==> src/rtl/fp_issue_ctrl.sv <==
// fp_issue_ctrl: single-issue dispatch controller for the FP execute stage.
//
// Routes decoded FP ops either to a fixed-latency pipelined unit or to an
// iterative div/sqrt unit. It stalls on RAW/WAW hazards using a 32-entry
// pending-write scoreboard, and arbitrates the single shared writeback port.
//
// Ports:
//   clk_i, rst_i                 clock, asynchronous active-high reset
//   in_valid_i / in_ready_o      decoded instruction handshake
//   in_major_i                   fp_major code (3 = div, 6 = sqrt)
//   in_rd_i, in_rs1..3_i         register indices
//   in_uses_frs1..3_i            FP source operand used
//   in_writes_frd_i/xrd_i        destination in FP / integer register file
//   pipe_issue_o                 launch pulse into the pipelined unit
//   div_start_o, div_done_i      div/sqrt unit start / done pulses
//   wb_valid_o, wb_rd_o          writeback strobe and register index
//   wb_to_x_o                    1 = integer RF target
//   wb_sel_div_o                 1 = div/sqrt result or hold register
//   busy_o                       any operation in flight or held
module fp_issue_ctrl #(
   parameter int unsigned PIPE_LAT = 4
) (
   input  logic       clk_i,
   input  logic       rst_i,
   input  logic       in_valid_i,
   output logic       in_ready_o,
   input  logic [5:0] in_major_i,
   input  logic [4:0] in_rd_i,
   input  logic [4:0] in_rs1_i,
   input  logic [4:0] in_rs2_i,
   input  logic [4:0] in_rs3_i,
   input  logic       in_uses_frs1_i,
   input  logic       in_uses_frs2_i,
   input  logic       in_uses_frs3_i,
   input  logic       in_writes_frd_i,
   input  logic       in_writes_xrd_i,
   output logic       pipe_issue_o,
   output logic       div_start_o,
   input  logic       div_done_i,
   output logic       wb_valid_o,
   output logic [4:0] wb_rd_o,
   output logic       wb_to_x_o,
   output logic       wb_sel_div_o,
   output logic       busy_o
);

   localparam int unsigned LastStage = PIPE_LAT - 1;
   localparam logic [5:0]  MajorDiv  = 6'd3;
   localparam logic [5:0]  MajorSqrt = 6'd6;

   typedef enum logic [1:0] {StIdle, StRun, StHold} div_state_e;

   div_state_e div_state_q, div_state_d;

   logic [31:0]                sb_q, sb_d;
   logic [PIPE_LAT-1:0]        trk_valid_q;
   logic [PIPE_LAT-1:0][4:0]   trk_rd_q;
   logic [PIPE_LAT-1:0]        trk_to_x_q;
   logic [4:0]                 div_rd_q;
   logic                       div_to_x_q;

   logic is_div;
   logic hazard;
   logic accept;
   logic pipe_wb;

   assign is_div = (in_major_i == MajorDiv) || (in_major_i == MajorSqrt);

   // Registered scoreboard only: a bit being cleared this cycle still stalls.
   assign hazard = (in_uses_frs1_i  & sb_q[in_rs1_i]) |
                   (in_uses_frs2_i  & sb_q[in_rs2_i]) |
                   (in_uses_frs3_i  & sb_q[in_rs3_i]) |
                   (in_writes_frd_i & sb_q[in_rd_i]);

   assign in_ready_o   = ~rst_i & ~hazard & (~is_div | (div_state_q == StIdle));
   assign accept       = in_valid_i & in_ready_o;
   assign pipe_issue_o = accept & ~is_div;
   assign div_start_o  = accept & is_div;

   assign pipe_wb = trk_valid_q[LastStage];
   assign busy_o  = (|trk_valid_q) | (div_state_q != StIdle);

   // Writeback arbitration and div FSM. The pipe never stalls, so its last
   // stage always wins; a colliding div result parks in HOLD.
   always_comb begin
      div_state_d  = div_state_q;
      wb_valid_o   = 1'b0;
      wb_rd_o      = 5'd0;
      wb_to_x_o    = 1'b0;
      wb_sel_div_o = 1'b0;

      if (pipe_wb) begin
         wb_valid_o = 1'b1;
         wb_rd_o    = trk_rd_q[LastStage];
         wb_to_x_o  = trk_to_x_q[LastStage];
      end

      case (div_state_q)
         StIdle: begin
            if (div_start_o) begin
               div_state_d = StRun;
            end
         end
         StRun: begin
            if (div_done_i) begin
               if (pipe_wb) begin
                  div_state_d = StHold;
               end else begin
                  wb_valid_o   = 1'b1;
                  wb_rd_o      = div_rd_q;
                  wb_to_x_o    = div_to_x_q;
                  wb_sel_div_o = 1'b1;
                  div_state_d  = StIdle;
               end
            end
         end
         StHold: begin
            if (!pipe_wb) begin
               wb_valid_o   = 1'b1;
               wb_rd_o      = div_rd_q;
               wb_to_x_o    = div_to_x_q;
               wb_sel_div_o = 1'b1;
               div_state_d  = StIdle;
            end
         end
         default: div_state_d = StIdle;
      endcase
   end

   // Clear before set: WAW stalls guarantee the two never target the same bit.
   always_comb begin
      sb_d = sb_q;
      if (wb_valid_o && !wb_to_x_o) begin
         sb_d[wb_rd_o] = 1'b0;
      end
      if (accept && in_writes_frd_i) begin
         sb_d[in_rd_i] = 1'b1;
      end
   end

   always_ff @(posedge clk_i or posedge rst_i) begin
      if (rst_i) begin
         div_state_q <= StIdle;
         sb_q        <= '0;
         trk_valid_q <= '0;
         trk_rd_q    <= '0;
         trk_to_x_q  <= '0;
         div_rd_q    <= 5'd0;
         div_to_x_q  <= 1'b0;
      end else begin
         div_state_q <= div_state_d;
         sb_q        <= sb_d;

         // Ops with no destination need no writeback slot.
         trk_valid_q[0] <= pipe_issue_o & (in_writes_frd_i | in_writes_xrd_i);
         trk_rd_q[0]    <= in_rd_i;
         trk_to_x_q[0]  <= in_writes_xrd_i;
         for (int i = 1; i < PIPE_LAT; i++) begin
            trk_valid_q[i] <= trk_valid_q[i-1];
            trk_rd_q[i]    <= trk_rd_q[i-1];
            trk_to_x_q[i]  <= trk_to_x_q[i-1];
         end

         if (div_start_o) begin
            div_rd_q   <= in_rd_i;
            div_to_x_q <= in_writes_xrd_i;
         end
      end
   end

endmodule

==> config.mk <==
export PLATFORM = sky130hd
export DESIGN_NAME = fp_issue_ctrl
export DESIGN_NICKNAME = d
export VERILOG_FILES = /design/src/rtl/fp_issue_ctrl.sv
export SDC_FILE = /design/constraint.sdc
export NUM_CORES = 1
export LEC_CHECK = 0
export CORE_ASPECT_RATIO = 0.6
export CORE_MARGIN = 1.5
export CORE_UTILIZATION = 33
export DETAILED_ROUTE_END_ITERATION = 10
export SYNTH_ARGS = -nofsm -noshare
export SYNTH_HDL_FRONTEND = slang
export SYNTH_SLANG_ARGS = --single-unit
==> constraint.sdc <==
create_clock -name clk_i -period 6.1 [get_ports clk_i]
set_input_delay 0.61 -clock clk_i [delete_from_list [all_inputs] [get_ports clk_i]]
set_output_delay 0.61 -clock clk_i [all_outputs]
set_load 0.02 [all_outputs]
==> metrics.yaml, run 1 <==
run_status:
  outcome: "finished, final reports clean"
yosys:
  synth-xor-area-share_pct: 0.215
  yosysWarnings: 0
  synthFlopType: "dfrtp_1"
  synth_seq_cells: 68
  syn_area_mm2: 0.00407
  syn-instance-count: 353
  synthAdderAreaFrac_pct: 0.923
  async_flop_share_pct: 100
  syn_avg_cell_area_um2: 11.5
  synth_compound_area_share_pct: 17.9
  syn_nets: 391
  synthDistinctLibCells: 55
  muxShareOfSynthArea_pct: 21.2
  synth_edf_count: 0
  synth_top_family_by_area: "multiplexers"
  yosys.area_share.simple_pct: 13.8
  seq_area_frac_synth_pct: 41.8
layout:
  n_antenna_cell: 0
  multi_input_area_mm2: 0.00220
  syn_to_final_growth_pct: 20.7
  fin_cells: 558
  nets: 426
  nFillCells: 1131
  post_route_cells_drive_above_1_share_pct: 18.3
  final_util_pct: 40.8
  final-seq-area_mm2: 0.00170
placement:
  placedCellCount: 542
  place.gp.congestion: 0.905
  dpl.hpwl_um: 8430
  place_ws_ns: 1.31
  portBuffers: 46
clock_network:
  clockBufferDepth: 2
  cts-buffers-inserted: 9
  cts_root_buf: "clkbuf_16"
  cts_sinks: 68
  cts.htree.levels: 3
  post-cts-setup-buffers: 0
  tritoncts: "built"
  clkTransAtPathRegs_ns: 0.05
  cts_resized: 0
  worstSkewPairLatency_ns: 0.33
  cts_hold_buf: 0
route:
  vias: 3242
  dr.pass1.iters: 5
  drtAntennaViolNets: 0
  dr.first_iter.drc_count: 326
  drcViolationCount: 0
  drt-total-wl_um: 11500
  viasPerCell: 5.81
  wl_per_cell_um: 20.6
timing:
  maxSlewViolCount: 0
  hold_viol_final: 0
  rsz0062_at_grt: "no"
  finalSetupViolations: 0
  period_needed_ns: 4.81
  holdWs_ns: 0.345
  tightest_slew_ns: 0.850
  fin_crit_sh_pct: 78.9
  fin_tns_setup_ns: 0
  fmax_mhz: 208
  relSlewSlack_pct: 43.3
  fin_ws_ns: 1.29
  skew_ns: 0.00347
setup_path:
  cp_max_fo: 18
  critical_path_buf_inv_count: 4
  path_cells: "clkdlybuf4s50_1 > buf_4 > mux2i_1 > o22ai_1 > a2111oi_0 > o211ai_1 > nor4b_4 > nand2_2 > inv_1 > clkdlybuf4s50_1"
  worstSetupPathType: "input port to primary output"
  worst_setup_path_end_kind: "primary output"
  worst_setup_path_startpoint: "in_rd_i[1]"
  cpMaxStageDelayCell: "clkdlybuf4s50_1"
  worstPathRequired_ns: 5.49
  cp_top_family: "buffers and inverters"
  crit_path_max_incr_delay_ns: 0.97
  r2r-start: "sb_q[3]$_DFF_PP0_"
  path_common_cell: "clkdlybuf4s50_1"
  cp.arrival_ns: 4.20
  cp-start-kind: "input port"
run:
  maxCapViolCount: 0
power_and_ir_drop:
  p_leak_nw: 1.93
  irDropWorstVdd_v: 0.000137
  power_density_mw_per_mm2: 285
worst_hold_path:
  min-delay-start: "trk_rd_q[7]$_DFF_PP0_"
  hold_class: "flip-flop to flip-flop"
global_routing:
  grt_max_degree: 69
  grt_usage_pct: 18.4
  overflow: 0
  grt_pass1_vias: 3124
  grt_pass1_wl_um: 17900
  antenna_found_initial: 0
floorplanning:
  die_w_um: 146
  coreArea_mm2: 0.0120
  start_util_pct: 33.8
  ios: 47
  die_area_mm2: 0.0130
  die_h_um: 89.0
  fp-row-count: 31
synth_stat cells, drive strengths merged (2+ instances only):
library cell / count / area share, %
nor2: 15 / 1.4
mux2: 11 / 3.0
o22ai: 5 / 0.77
a21oi: 5 / 0.61
nor2b: 7 / 1.1
o31ai: 32 / 7.6
a2111oi: 2 / 0.58
nand2: 16 / 1.5
or2: 3 / 0.46
nand3b: 5 / 0.92
nor3: 4 / 0.49
a22oi: 6 / 1.1
or3: 4 / 0.61
a211oi: 2 / 0.37
inv: 9 / 0.83
buf: 11 / 2.1
and2: 2 / 0.31
nand3: 11 / 1.4
mux4: 23 / 13
dfrtp: 68 / 42
nor3b: 2 / 0.65
nand2b: 15 / 2.3
ha: 3 / 0.92
mux2i: 22 / 5.4
a32oi: 2 / 0.43
nand4b: 2 / 0.43
clkbuf: 13 / 1.2
o21ai: 34 / 4.2
power breakdown:
group / switching (mW) / internal [mW]
Combinational: 0.189 / 0.159
Clock: 0.188 / 0.316
Sequential: 0.0538 / 0.496
Total: 0.430 / 0.971
per-layer routing:
layer  vias to the layer above  GRT usage (%)  routed length [um]
li1                       1429              -                   -
met1                      1642           27.1                5570
met2                       156           26.3                4790
met3                        15           6.02                1010
met4                         0           3.67                 109
met5                         -              0                   0
placed cells by master, fill, tap and decap left out, types with 6 or more instances in the layout:
cell type	count
mux2_1	6
inv_1	8
dfrtp_1	68
nand2_1	15
nor2b_1	7
a22oi_1	6
clkdlybuf4s50_1	46
o31ai_1	18
o31ai_2	14
nor2_1	15
clkbuf_16	9
mux2i_1	22
nand2b_1	15
o21ai_0	34
mux4_2	23
nand3_1	11
worst paths after layout:
kind | slack [ns] | cells past startpoint | end
min in group asynchronous | 0.88 | 3 | sb_q[29]$_DFF_PP0_
hold reg to reg | 0.34 | 0 | trk_rd_q[12]$_DFF_PP0_
setup reg to reg | 3.09 | 7 | sb_q[14]$_DFF_PP0_
hold / removal | 0.34 | 0 | trk_rd_q[12]$_DFF_PP0_
max in group asynchronous | 4.65 | 3 | trk_rd_q[17]$_DFF_PP0_
setup / recovery | 1.29 | 10 | div_start_o
final cells by class:
type	count	area share [%]
multi-input cells	252	44.8
flip-flops and latches	68	34.7
repair buffers	48	9.68
clock buffers	10	4.66
well taps	165	4.20
clock inverters	6	1.33
inverters	9	0.688
kinds of logic after synthesis:
| logic type | after synthesis |
|---|---|
| xor gates and xnor gates | 1 |
| AOI/OAI and AO/OA | 98 |
| adders and majority gates | 3 |
| and+or+nand+nor | 94 |
| muxes | 56 |
| buffers and inverters | 33 |
| DFF | 68 |
flip-flops by register name, summed over array words and instances, names as in the netlist:
name,count
sb_q,32
trk_rd_q,20
div_rd_q,5
trk_to_x_q,4
trk_valid_q,4
div_state_q,2
div_to_x_q,1
metrics by stage:
| step | power [mW] | instance area (um2) |
|---|---|---|
| floorplan | 0.773 | 4070 |
| global placement | 0.894 | 4620 |
| detailed placement | 0.898 | 4620 |
| CTS | 1.41 | 4910 |
| global route | 1.47 | 4910 |
| finish | 1.40 | 4910 |
Note: power is estimated with default switching activity, not from simulation.
==> run 2, diff against run 1 <==
==> constraint.sdc (replaced) <==
create_clock -name clk_i -period 4.5 [get_ports clk_i]
set_input_delay 0.45 -clock clk_i [delete_from_list [all_inputs] [get_ports clk_i]]
set_output_delay 0.45 -clock clk_i [all_outputs]
set_load 0.02 [all_outputs]
==> metrics.yaml, run 2 (same netlist as run 1, synthesis figures left out) <==
placement:
  portBuffers: 46
  placed_area_mm2: 0.00467
  dpl.hpwl_um: 9550
  place_ws_ns: 0.334
  place.gp.congestion: 0.937
setup_path:
  path_cells: "clkdlybuf4s50_1 > mux2i_1 > o22ai_1 > a2111oi_0 > o211ai_1 > nor4b_4 > nand2_2 > inv_1 > clkdlybuf4s50_1"
  cp_max_fo: 9
  worstPathRequired_ns: 4.05
  worst_setup_path_startpoint: "in_rd_i[3]"
  cpMaxStageDelayCell: "clkdlybuf4s50_1"
  crit_path_max_incr_delay_ns: 0.75
  worst_setup_path_end_kind: "primary output"
  worstSetupPathType: "input port to primary output"
  cp.arrival_ns: 3.80
  cp-start-kind: "input port"
  r2r-start: "sb_q[23]$_DFF_PP0_"
  path_common_cell: "clkdlybuf4s50_1"
timing:
  fin_ws_ns: 0.251
  tightest_slew_ns: 0.794
  fin_tns_setup_ns: 0
  holdWs_ns: 0.346
  skew_ns: 0.00643
  rsz0062_at_grt: "no"
  hold_viol_final: 0
  fmax_mhz: 235
  maxSlewViolCount: 0
  finalSetupViolations: 0
  fin_crit_sh_pct: 94.4
  relSlewSlack_pct: 47.0
  period_needed_ns: 4.25
floorplanning:
  die_area_mm2: 0.0130
  die_h_um: 89.0
  die_w_um: 146
  ios: 47
  start_util_pct: 33.8
  fp-row-count: 31
  coreArea_mm2: 0.0120
route:
  drt-total-wl_um: 12900
  met1_length_um: 5930
  wl_per_cell_um: 22.9
  vias: 3367
  wl_met3_um: 1730
  top_layer: "met4"
  dr.first_iter.drc_count: 414
  drcViolationCount: 0
  drtAntennaViolNets: 0
  viasPerCell: 5.96
  dr.pass1.iters: 5
  wl_met2_um: 5050
worst_hold_path:
  min-delay-start: "trk_rd_q[14]$_DFF_PP0_"
  hold_class: "flip-flop to flip-flop"
clock_network:
  tritoncts: "built"
  clkTransAtPathRegs_ns: 0.05
  cts_hold_buf: 0
  clockBufferDepth: 2
  cts-buffers-inserted: 9
  cts_resized: 0
  cts_sinks: 68
  worstSkewPairLatency_ns: 0.34
  post-cts-setup-buffers: 0
  cts_root_buf: "clkbuf_16"
  cts.htree.levels: 3
layout:
  reg_top3: "sb_q: 32 flops, trk_rd_q: 20 flops, div_rd_q: 5 flops"
  final_cell_mix: "68 x dfrtp_1, 46 x clkdlybuf4s50_1, 34 x o21ai_0"
  final_common_cell: "dfrtp_1"
  syn_to_final_growth_pct: 22.0
  n_antenna_cell: 0
  nets: 433
  regMostFlops: "sb_q"
  nFillCells: 1168
  post_route_cells_drive_above_1_share_pct: 19.8
  largest_reg_flops: 32
  design_area_mm2: 0.00496
run:
  maxCapViolCount: 0
global_routing:
  grt_usage_pct: 20.8
  antenna_found_initial: 0
  grt_pass1_vias: 3253
  grt_max_degree: 37
  grt_pass1_wl_um: 19600
  overflow: 0
power_and_ir_drop:
  total_power_mw: 1.94
  power_density_mw_per_mm2: 392
  irDropWorstVdd_v: 0.000157
  p_leak_nw: 1.96
run_status:
  outcome: "finished, final reports clean"
run 2: where the power goes:
part | total [mW] | internal, mW | switching [mW] | leakage [nW]
logic | 0.474 | 0.219 | 0.256 | 0.944
registers | 0.769 | 0.672 | 0.0964 | 0.873
clock network | 0.700 | 0.428 | 0.271 | 0.142
total | 1.94 | 1.32 | 0.623 | 1.96
run 2: per-stage QoR:
step                      instances  utilization (%)
after floorplan                 353                -
after global placement          549             38.8
after detailed placement        549             38.8
after CTS                       565             41.3
after global routing            565             41.3
final                           565             41.3
run 2: final cells by class:
cell class                 count  area, um2  share of cell area [%]
clock buffer                  10        229                    4.61
clock inverter                 6       65.1                    1.31
inverter                       9       33.8                   0.681
multi-input combinational    252       2200                    44.3
sequential                    68       1700                    34.3
tap                          165        206                    4.16
timing repair buffer          55        528                    10.6
run 2: metal layers:
metal	GRT usage (%)	vias to the layer above
met5	0	-
met4	6.43	0
met3	9.08	21
met2	27.7	212
met1	29.9	1690
li1	-	1444
run 2: final timing paths:
path                       slack (ns)  depth (start not counted)                      end
setup / recovery                 0.25                          9              div_start_o
hold reg to reg                  0.35                          0   trk_rd_q[19]$_DFF_PP0_
setup reg to reg                 1.40                          7        sb_q[0]$_DFF_PP0_
hold / removal                   0.35                          0   trk_rd_q[19]$_DFF_PP0_
max in group asynchronous        2.96                          3  div_rd_q[0]$_DFFE_PP0P_
min in group asynchronous        0.63                          2       sb_q[23]$_DFF_PP0_
run 2: critical path, delay by kind of cell:
kind	cells	cell delay, ns
buffers and inverters	3	1.43
multiplexers	1	0.24
AO/OA/AOI/OAI	3	1.04
AND/OR/NAND/NOR	2	0.63
==> run 3, diff against run 2 <==
--- a/config.mk
+++ b/config.mk
@@ -7,8 +7,9 @@
 export LEC_CHECK = 0
 export CORE_ASPECT_RATIO = 0.6
 export CORE_MARGIN = 1.5
-export CORE_UTILIZATION = 33
+export CORE_UTILIZATION = 55
 export DETAILED_ROUTE_END_ITERATION = 10
+export PLACE_DENSITY = 0.79
 export SYNTH_ARGS = -nofsm -noshare
 export SYNTH_HDL_FRONTEND = slang
 export SYNTH_SLANG_ARGS = --single-unit
==> metrics.yaml, run 3 (same netlist as run 1, synthesis figures left out) <==
run_status:
  outcome: "finished, final reports clean"
timing:
  period_needed_ns: 4.14
  rsz0062_at_grt: "no"
  fin_tns_setup_ns: 0
  fmax_mhz: 242
  tightest_slew_ns: 0.680
  maxSlewViolCount: 0
  relSlewSlack_pct: 54.6
  skew_ns: 0.00703
  fin_crit_sh_pct: 92.0
  hold_viol_final: 0
  finalSetupViolations: 0
power_and_ir_drop:
  pwr-share-clk_pct: 37.7
  intPower_mw: 1.38
  p_comb_share_pct: 24.0
  p_seq_share_pct: 38.3
  switchingPower_uw: 596
  power_density_mw_per_mm2: 405
  irDropWorstVdd_v: 0.000232
  netSwitchingFraction_pct: 30.2
  p_leak_nw: 1.96
layout:
  reg_top3: "sb_q: 32 flops, trk_rd_q: 20 flops, div_rd_q: 5 flops"
  regMostFlops: "sb_q"
  syn_to_final_growth_pct: 19.9
  largest_reg_flops: 32
  nFillCells: 545
  n_antenna_cell: 0
  final_common_cell: "dfrtp_1"
  final_cell_mix: "68 x dfrtp_1, 46 x clkdlybuf4s50_1, 34 x o21ai_0"
  final_util_pct: 67.7
  nets: 431
  post_route_cells_drive_above_1_share_pct: 19.1
setup_path:
  r2r_setup_slack_ns: 1.43
  path_cells: "clkdlybuf4s50_1 > mux2i_1 > o22ai_1 > a2111oi_0 > o211ai_1 > nor4b_4 > nand2_2 > inv_1 > clkdlybuf4s50_1"
  worst_setup_path_end_kind: "primary output"
  worstRegToRegCells: 7
  path_common_cell: "clkdlybuf4s50_1"
  reg2reg_to: "sb_q[6]$_DFF_PP0_"
  r2r-start: "sb_q[3]$_DFF_PP0_"
  cp.arrival_ns: 3.69
  worstPathRequired_ns: 4.05
  cpMaxStageDelayCell: "clkdlybuf4s50_1"
  worstSetupPathType: "input port to primary output"
  crit_path_max_incr_delay_ns: 0.77
  cp-start-kind: "input port"
  cp_max_fo: 10
clock_network:
  cts_root_buf: "clkbuf_16"
  worstSkewPairLatency_ns: 0.33
  tritoncts: "built"
  cts_resized: 0
  cts.htree.levels: 3
  clockBufferDepth: 2
  cts_sinks: 68
  clkTransAtPathRegs_ns: 0.06
  cts_hold_buf: 0
  cts-buffers-inserted: 9
  post-cts-setup-buffers: 0
global_routing:
  grt_usage_pct: 31.9
  overflow: 0
  grt_pass1_wl_um: 18600
  grt_pass1_vias: 3311
  grt_max_degree: 39
  antenna_found_initial: 0
route:
  wl_per_cell_um: 23.8
  drcViolationCount: 0
  dr.pass1.iters: 7
  vias: 3348
  drtAntennaViolNets: 0
  drt-total-wl_um: 11600
  viasPerCell: 6.85
  dr.first_iter.drc_count: 535
floorplanning:
  coreArea_mm2: 0.00721
  die_area_mm2: 0.00794
  die_h_um: 69.6
  start_util_pct: 56.5
  fp-row-count: 24
  die_w_um: 114
  ios: 47
worst_hold_path:
  min_to: "trk_rd_q[18]$_DFF_PP0_"
  holdPathStages: 0
  hold_class: "flip-flop to flip-flop"
  min-delay-start: "trk_rd_q[13]$_DFF_PP0_"
run:
  maxCapViolCount: 0
placement:
  portBuffers: 46
  dpl.hpwl_um: 8360
  place.gp.congestion: 0.969
-- run 3: worst max-delay path: cells and delay by family --
kind | cells | cell delay [ns]
mux | 1 | 0.25
compound gates | 3 | 0.91
buf+inv | 3 | 1.44
simple gates | 2 | 0.63
-- run 3: metrics by stage --
| step | power, mW | setup WS, ns | instance area, um2 | cells | hold slack [ns] |
|---|---|---|---|---|---|
| finish | 1.97 | 0.362 | 4880 | 489 | 0.344 |
| global route | 2.06 | 0.198 | 4880 | 489 | 0.347 |
| CTS | 1.97 | 0.396 | 4880 | 489 | 0.347 |
| detailed placement | 1.22 | 0.400 | 4560 | 473 | 0.335 |
| global placement | 1.21 | 0.478 | 4560 | 473 | 0.331 |
| floorplan | 1.05 | 1.69 | 4070 | 353 | 0.331 |
-- run 3: worst max-delay path by stage --
stage,startpoint,endpoint,cells after the start
2_1_floorplan,in_rs3_i[0],pipe_issue_o,8
3_3_place_gp,in_rs2_i[1],div_start_o,9
3_5_place_dp,in_rs2_i[1],div_start_o,9
4_1_cts,in_rs2_i[0],div_start_o,9
5_1_grt,in_rs2_i[1],div_start_o,9
6_report,in_rd_i[1],div_start_o,9
-- run 3: per-layer routing --
metal	wire length [um]	GRT usage, %	share of wire, %	up-vias
met5	0	4.00	0	-
li1	-	-	-	1440
met1	4900	46.9	42	1630
met4	201	9.03	1.7	0
met3	1710	13.7	15	27
met2	4810	42.4	41	251
-- run 3: cell type report --
| class | count | area [um2] | area share [%] |
|---|---|---|---|
| sequential | 68 | 1700 | 34.9 |
| clock inverter | 5 | 86.3 | 1.77 |
| inverter | 9 | 33.8 | 0.692 |
| timing repair buffer | 53 | 513 | 10.5 |
| multi-input combinational | 252 | 2200 | 45.1 |
| clock buffer | 11 | 233 | 4.77 |
| tap | 91 | 114 | 2.33 |
-- run 3: power by group through the flow --
stage,combinational [mW],clock (mW),sequential (mW)
2_1_floorplan,0.328,0,0.719
5_1_grt,0.513,0.784,0.758
3_5_place_dp,0.460,0,0.759
3_3_place_gp,0.450,0,0.755
4_1_cts,0.467,0.756,0.749
6_report,0.474,0.745,0.756
